==> src/rtl/adc_snp_cal_capture_ctrl.sv <==
// ----------------------------------------------------------------------------
// adc_snp_cal_capture_ctrl
//   Capture controller for the ADC-input calibration snapshot path
//   (user_clk domain). Software arms and triggers the capture through a
//   control word. A fixed block of 2**ADDR_W I/Q samples is then written
//   into the snapshot BRAM. Clipped samples are counted along the way.
//
// Ports
//   user_clk        sole clock, rising edge
//   user_rst_n      asynchronous active-low reset
//   ctrl_in[31:0]   bit0 arm (rising edge), bit1 soft trigger (rising edge),
//                   bit2 clear (level); other bits ignored
//   ext_trig        external trigger, level
//   adc_valid       qualifies adc_i / adc_q
//   adc_i, adc_q    signed I/Q samples, SAMP_W bits each
//   bram_we         snapshot BRAM write enable
//   bram_addr       snapshot BRAM write address
//   bram_data       {sext(adc_i), sext(adc_q)}, 16 bits each
//   user_data_out   status word: [31:30] state, [29] clip flag,
//                   [28:21] clip count, [20:16] 0, [15:0] sample count
// ----------------------------------------------------------------------------
module adc_snp_cal_capture_ctrl #(
    parameter int SAMP_W     = 12,
    parameter int ADDR_W     = 11,
    parameter int CLIP_CNT_W = 8
) (
    input  logic              user_clk,
    input  logic              user_rst_n,
    input  logic [31:0]       ctrl_in,
    input  logic              ext_trig,
    input  logic              adc_valid,
    input  logic [SAMP_W-1:0] adc_i,
    input  logic [SAMP_W-1:0] adc_q,
    output logic              bram_we,
    output logic [ADDR_W-1:0] bram_addr,
    output logic [31:0]       bram_data,
    output logic [31:0]       user_data_out
);

    typedef enum logic [1:0] {
        IDLE    = 2'b00,
        ARMED   = 2'b01,
        CAPTURE = 2'b10,
        DONE    = 2'b11
    } state_t;

    localparam logic [SAMP_W-1:0]     SAMP_MAXP = {1'b0, {(SAMP_W-1){1'b1}}};
    localparam logic [SAMP_W-1:0]     SAMP_MAXN = {1'b1, {(SAMP_W-1){1'b0}}};
    localparam logic [ADDR_W:0]       CNT_LAST  = {1'b0, {ADDR_W{1'b1}}};
    localparam logic [ADDR_W:0]       CNT_ONE   = 1;
    localparam logic [CLIP_CNT_W-1:0] CLIP_ONE  = 1;

    state_t                r_state;
    logic [ADDR_W:0]       r_count;      // one bit wider so the final value 2**ADDR_W is visible
    logic [CLIP_CNT_W-1:0] r_clip_cnt;
    logic                  r_clip_flag;
    logic [1:0]            r_ctrl_prev;

    logic        w_arm_edge;
    logic        w_trig;
    logic        w_clear;
    logic        w_clip;
    logic [15:0] w_i16;
    logic [15:0] w_q16;
    logic [31:0] w_status;
    logic        w_unused_ctrl;

    assign w_arm_edge    = ctrl_in[0] & ~r_ctrl_prev[0];
    assign w_trig        = (ctrl_in[1] & ~r_ctrl_prev[1]) | ext_trig;
    assign w_clear       = ctrl_in[2];
    assign w_unused_ctrl = ^ctrl_in[31:3];

    // I and Q clipping together in one sample still counts once
    assign w_clip = (adc_i == SAMP_MAXP) || (adc_i == SAMP_MAXN) ||
                    (adc_q == SAMP_MAXP) || (adc_q == SAMP_MAXN);

    assign w_i16 = 16'($signed(adc_i));
    assign w_q16 = 16'($signed(adc_q));

    // Built from the current register values. It is registered below, so
    // software always sees the state as it was one cycle earlier.
    assign w_status = {r_state, r_clip_flag, 8'(r_clip_cnt), 5'd0, 16'(r_count)};

    always_ff @(posedge user_clk or negedge user_rst_n) begin
        if (!user_rst_n) begin
            r_state       <= IDLE;
            r_count       <= '0;
            r_clip_cnt    <= '0;
            r_clip_flag   <= 1'b0;
            r_ctrl_prev   <= 2'b00;
            bram_we       <= 1'b0;
            bram_addr     <= '0;
            bram_data     <= '0;
            user_data_out <= '0;
        end else begin
            r_ctrl_prev   <= ctrl_in[1:0];
            user_data_out <= w_status;
            bram_we       <= 1'b0;
            if (w_clear) begin
                // Clear overrides everything, so arm and trigger are ignored in this cycle
                r_state     <= IDLE;
                r_count     <= '0;
                r_clip_cnt  <= '0;
                r_clip_flag <= 1'b0;
            end else begin
                case (r_state)
                    IDLE, DONE: begin
                        if (w_arm_edge) begin
                            r_state     <= ARMED;
                            r_count     <= '0;
                            r_clip_cnt  <= '0;
                            r_clip_flag <= 1'b0;
                        end
                    end
                    ARMED: begin
                        // The sample on the trigger cycle itself is not captured
                        if (w_trig) r_state <= CAPTURE;
                    end
                    CAPTURE: begin
                        if (adc_valid) begin
                            bram_we   <= 1'b1;
                            bram_addr <= r_count[ADDR_W-1:0];
                            bram_data <= {w_i16, w_q16};
                            r_count   <= r_count + CNT_ONE;
                            if (w_clip) begin
                                r_clip_flag <= 1'b1;
                                if (r_clip_cnt != '1) r_clip_cnt <= r_clip_cnt + CLIP_ONE;
                            end
                            if (r_count == CNT_LAST) r_state <= DONE;
                        end
                    end
                    default: r_state <= IDLE;
                endcase
            end
        end
    end

endmodule

==> config.mk <==
export PLATFORM = sky130hd
export DESIGN_NAME = adc_snp_cal_capture_ctrl
export DESIGN_NICKNAME = d
export VERILOG_FILES = /design/src/rtl/adc_snp_cal_capture_ctrl.sv
export SDC_FILE = /design/constraint.sdc
export NUM_CORES = 1
export LEC_CHECK = 0
export CORE_MARGIN = 2
export CORE_UTILIZATION = 40
export CTS_CLUSTER_SIZE = 24
export DETAILED_ROUTE_END_ITERATION = 8
export PLACE_DENSITY = 0.74
export SYNTH_ARGS = -nofsm -noshare
export SYNTH_HDL_FRONTEND = slang
export SYNTH_SLANG_ARGS = --single-unit
==> constraint.sdc <==
create_clock -name user_clk -period 4.3 [get_ports user_clk]
set_input_delay 0.43 -clock user_clk [delete_from_list [all_inputs] [get_ports user_clk]]
set_output_delay 0.43 -clock user_clk [all_outputs]
set_load 0.005 [all_outputs]
# == Word level (Yosys, flattened, before mapping) ==
# Cells that the tools add are included.
# classes
muxes,24
bitwise_logic,6
reduce_logical,11
n_addsub,2
n_eq_ne,15
# op_table
op,count
2-to-1 mux 8 bit,5
"equality test 12 x 11 -> 1 bit, second input constant",3
2-to-1 mux 12 bit,3
"equality test 12 bit, second input constant",2
case mux 12 bit (2 select lines),1
"!= test 3 bit, second input constant",6
case mux 8 bit (2 select lines),1
"adder 12 x 1 -> 12 bit, second input constant",1
2-to-1 mux 2 bit,5
"adder 8 x 1 -> 8 bit, second input constant",1
"!= test 8 bit, second input constant",1
AND reduction 4 bit,2
2-to-1 mux 1 bit,7
case mux 2 bit (3 select lines),1
AND reduction 3 bit,2
AND reduction 5 bit,1
"equality test 2 bit, second input constant",2
logical OR 1 bit,3
inverter 1 bit,3
nonzero test 3 bit,1
AND 1 bit,2
"equality test 2 x 1 -> 1 bit, second input constant",1
logical NOT 2 bit,1
case mux 1 bit (2 select lines),1
2 further kinds,2
# word_totals
elab_cells,67
regBits,88

# == Logic depth before layout (Yosys ltp) ==
# logic_depth
depth_word,8
mapped_depth,9
ltp_nobuf,7

# == Worst setup path after synthesis ==
# No wires, ideal clock.
# synth_timing
path_kind,register -> register
start,register r_state[0]
end,register r_clip_cnt[4]
path_stages_with_launch,9
setup_ns,0.119
arrival_time_ns,1.909
setup_slack_ns,2.273
period_less_slack_ns,2.027
path_cell_list,dfrtp_1 > inv_1 > ha_1 > nor2_2 > a211o_1 > a21o_1 > buf_2 > o31a_1 > o21a_1
# synth_between
elab_chain_cells,4
elab_cells_between_ends,12
# synth_lines
element,line,text
from (decl),53,state_t r_state;
from (signal assigned),86,r_state <= IDLE;
from (signal assigned),101,r_state <= IDLE;
from (signal assigned),109,r_state <= ARMED;
equality test 2 bit or logical NOT 2 bit (tied branches),106,case (r_state)
OR reduction 2 bit,106,
!= test 3 bit (no line) (tied with other cells),n/a,
AND reduction 5 bit (no line) or 2-to-1 mux 8 bit (tied branches),n/a,
to (signal assigned),127,if (r_clip_cnt != '1) r_clip_cnt <= r_clip_cnt + CLIP_ONE;
to (decl),55,logic [CLIP_CNT_W-1:0] r_clip_cnt;
# Several ways; a longest one is shown, not always the timed one.
# A chain may end at the register's enable or synchronous reset.

# == Final worst setup path ==
# layout_timing
start,input port ctrl_in[2]
end,register bram_data[27]
# layout_between
elab_chain_cells,2
# layout_lines
element,line,text
from (decl),29,"input logic [31:0] ctrl_in,"
inverter 1 bit (no line),n/a,
AND reduction 3 bit (no line),n/a,
to (signal assigned),123,"bram_data <= {w_i16, w_q16};"
to (decl),36,"output logic [31:0] bram_data,"
# No other way between the ends.

==> results_dict.tcl <==
set metrics [dict create \
    yosysTopAreaCell "dfrtp_1" \
    ioPinCount 136 \
    fp-row-count 34 \
    crit_arrival_ns 2.70 \
    ir_drop_mv 0.258 \
    rsz0062_at_grt "false" \
    ys.warnings.count 0 \
    finalCriticalPeriod_ns 2.48 \
    clock_latency_ns 0.34 \
    grt_pass1_vias 2493 \
    synth_cell_type_count 41 \
    cts_tree "built" \
    syn_to_final_growth_pct 33.3 \
    reg2reg_setup_slack_ns 1.82 \
    dieHeight_um 97.8 \
    grt_pass1_wl_um 12200 \
    grt_use_met1_pct 20.3 \
    post_cts_buffers 0 \
    busiest_layer "met2" \
    regArea_mm2 0.00210 \
    place.gp.congestion 0.798 \
    timing.slew.headroom_pct 31.2 \
    ctsResizeCount 0 \
    cts.sinks 84 \
    io_buffer_count 97 \
    hold_viol_final 0 \
    cts_root_buf "clkbuf_8" \
    finish.instance_area_mm2 0.00469 \
    htree_levels 3 \
    holdBufCountCts 0 \
    nets 434 \
    seq_area_frac_synth_pct 59.7 \
    skew_ns 0.0112 \
    max_freq_mhz 403 \
    maxCapViolCount 0 \
    hold_class "input port to async pin" \
    postPlaceCellArea_mm2 0.00449 \
    drt-initial-drc-count 100 \
    gr-total-overflow 0 \
    vias_per_cell 5.08 \
    async_flop_share_pct 100 \
    synth_edf_count 0 \
    yosysTopAreaCellShare_pct 59.7 \
    cp-end-kind "register" \
    cp_max_fo 26 \
    grt_util_all_layers_pct 15.7 \
    cts.clk_slew.worst_paths_ns 0.08 \
    dieWidth_um 97.8 \
    worstSetupPathType "input port to register" \
    period_share_pct 57.8 \
    synth_common_cells "dfrtp_1 (84), mux2_2 (37), buf_4 (18)" \
    p_leak_nw 2.05 \
    post-route-drc-count 0 \
    maxSlewViolCount 0 \
    cts_buffer_depth 2 \
    syn_inst 278 \
    drt_pass1_iterations 4 \
    antenna_found_initial 0 \
    antenna_cells 0 \
    finish.utilization_pct 54.4 \
    synth.avg_cell_area_um2 12.7 \
    status "finished, final reports clean" \
    detail_route.wl_per_cell_um 14.6 \
    p_per_area_mw_per_mm2 498 \
    initial_utilization_pct 40.8 \
    timing.critical_path.from_type "input port" \
    grtUsageMet3_pct 3.29 \
    drive_gt1_share_pct 15.7 \
    fillCellCount 779 \
    die_area_mm2 0.00957 \
    synth.top_cells.by_area "dfrtp_1 (60%), mux2_2 (12%), buf_4 (3.8%), o21ai_0 (1.6%), a21oi_1 (1.4%)" \
    ant_nets 0 \
    worst_pin_slew_ns 1.03 \
    multi_input_area_mm2 0.00126 \
    num_vias 2455 \
    dp_hpwl_um 5020 \
    tns_ns 0 \
    grt_use_met2_pct 26.1 \
    core_mm2 0.00864 \
    ys_ff_latch 84 \
    wl_um 7070 \
    grt_max_degree 85 \
    cp.required_ns 4.52 \
    numCtsBuffers 9 \
    synth_most_common_cell "dfrtp_1" \
    setup_viol 0 \
    syn_area_mm2 0.00352 \
    synth_ff_type "dfrtp_1" \
]
power breakdown:
| part | internal [W] | total, W | switching (W) |
|---|---|---|---|
| clock | 0.000287 | 0.000563 | 0.000276 |
| sequential | 0.000939 | 0.00102 | 0.0000846 |
| combinational | 0.000459 | 0.000751 | 0.000292 |
through the flow:
step	hold slack (ns)	worst slack [ns]	std cells	total power [W]
floorplan	0.134	2.27	286	0.00140
global placement	0.366	1.45	467	0.00178
detailed placement	0.365	1.45	467	0.00180
CTS	0.304	1.80	483	0.00237
global route	0.348	1.56	483	0.00248
finish	0.250	1.82	483	0.00234
state kept, by name (all words and copies together), names as in the netlist:
name	cells
r_count	12
user_data_out	23
bram_data	24
bram_addr	11
r_clip_flag	1
r_ctrl_prev	2
r_state	2
r_clip_cnt	8
bram_we	1
metal layers:
metal  wire length [µm]  vias up
met5                  0        -
met4                109        0
met3                281        9
met2               3600       56
met1               3080     1220
li1                   -     1170
worst paths after layout:
path / startpoint / end / cells past startpoint
min in group user_clk: r_clip_flag$_DFFE_PN0P_ / user_data_out[29]$_DFF_PN0_ / 0
hold / removal: user_rst_n / r_count[7]$_DFFE_PN0P_ / 1
setup reg to reg: r_state[0]$_DFFE_PN0P_ / bram_data[27]$_DFFE_PN0P_ / 6
hold reg to reg: r_clip_flag$_DFFE_PN0P_ / user_data_out[29]$_DFF_PN0_ / 0
setup / recovery: ctrl_in[2] / bram_data[27]$_DFFE_PN0P_ / 5
max in group asynchronous: user_rst_n / bram_data[20]$_DFFE_PN0P_ / 1
cells in the final DEF, fill, tap and decap left out, types with 3 or more instances in the layout:
cell / instances
conb_1: 9
nor2_1: 12
nand4_1: 6
ha_1: 4
o41ai_1: 3
mux2_2: 37
a21oi_1: 10
or4_1: 3
dfrtp_1: 84
o31ai_1: 5
nand3_1: 9
nor4_1: 5
nand2b_1: 3
o21ai_0: 11
nand2_1: 13
xor2_1: 4
o2111ai_1: 3
and3_1: 4
inv_1: 5
clkbuf_8: 10
clkdlybuf4s50_1: 96
or4b_1: 3
kinds of logic (layout without fill, tap and decap cells):
| family | count (synthesis) | count (layout) | share of synthesized area [%] |
|---|---|---|---|
| simple gates | 74 | 74 | 12.1 |
| buf+inv | 30 | 119 | 5.36 |
| compound gates | 43 | 43 | 8.24 |
| fa+ha+maj | 4 | 4 | 1.42 |
| other cells | 1 | 9 | 0.106 |
| flops | 84 | 84 | 59.7 |
| xor+xnor | 4 | 4 | 0.995 |
| mux | 38 | 38 | 12.1 |
worst max-delay path, cell delays in order:
cell	delay (ns)
clkdlybuf4s50_1	0.58
nor2b_1	0.54
nand2_1	0.45
buf_4	0.38
mux2_2	0.31
area by class of cell:
| type | instances | share of cell area, % |
|---|---|---|
| sequential | 84 | 44.8 |
| timing repair buffer | 98 | 20.8 |
| multi-input combinational | 172 | 26.9 |
| clock inverter | 5 | 1.28 |
| tap | 108 | 2.88 |
| clock buffer | 11 | 3.01 |
| inverter | 5 | 0.400 |
Power figures use the tool's default switching activity.
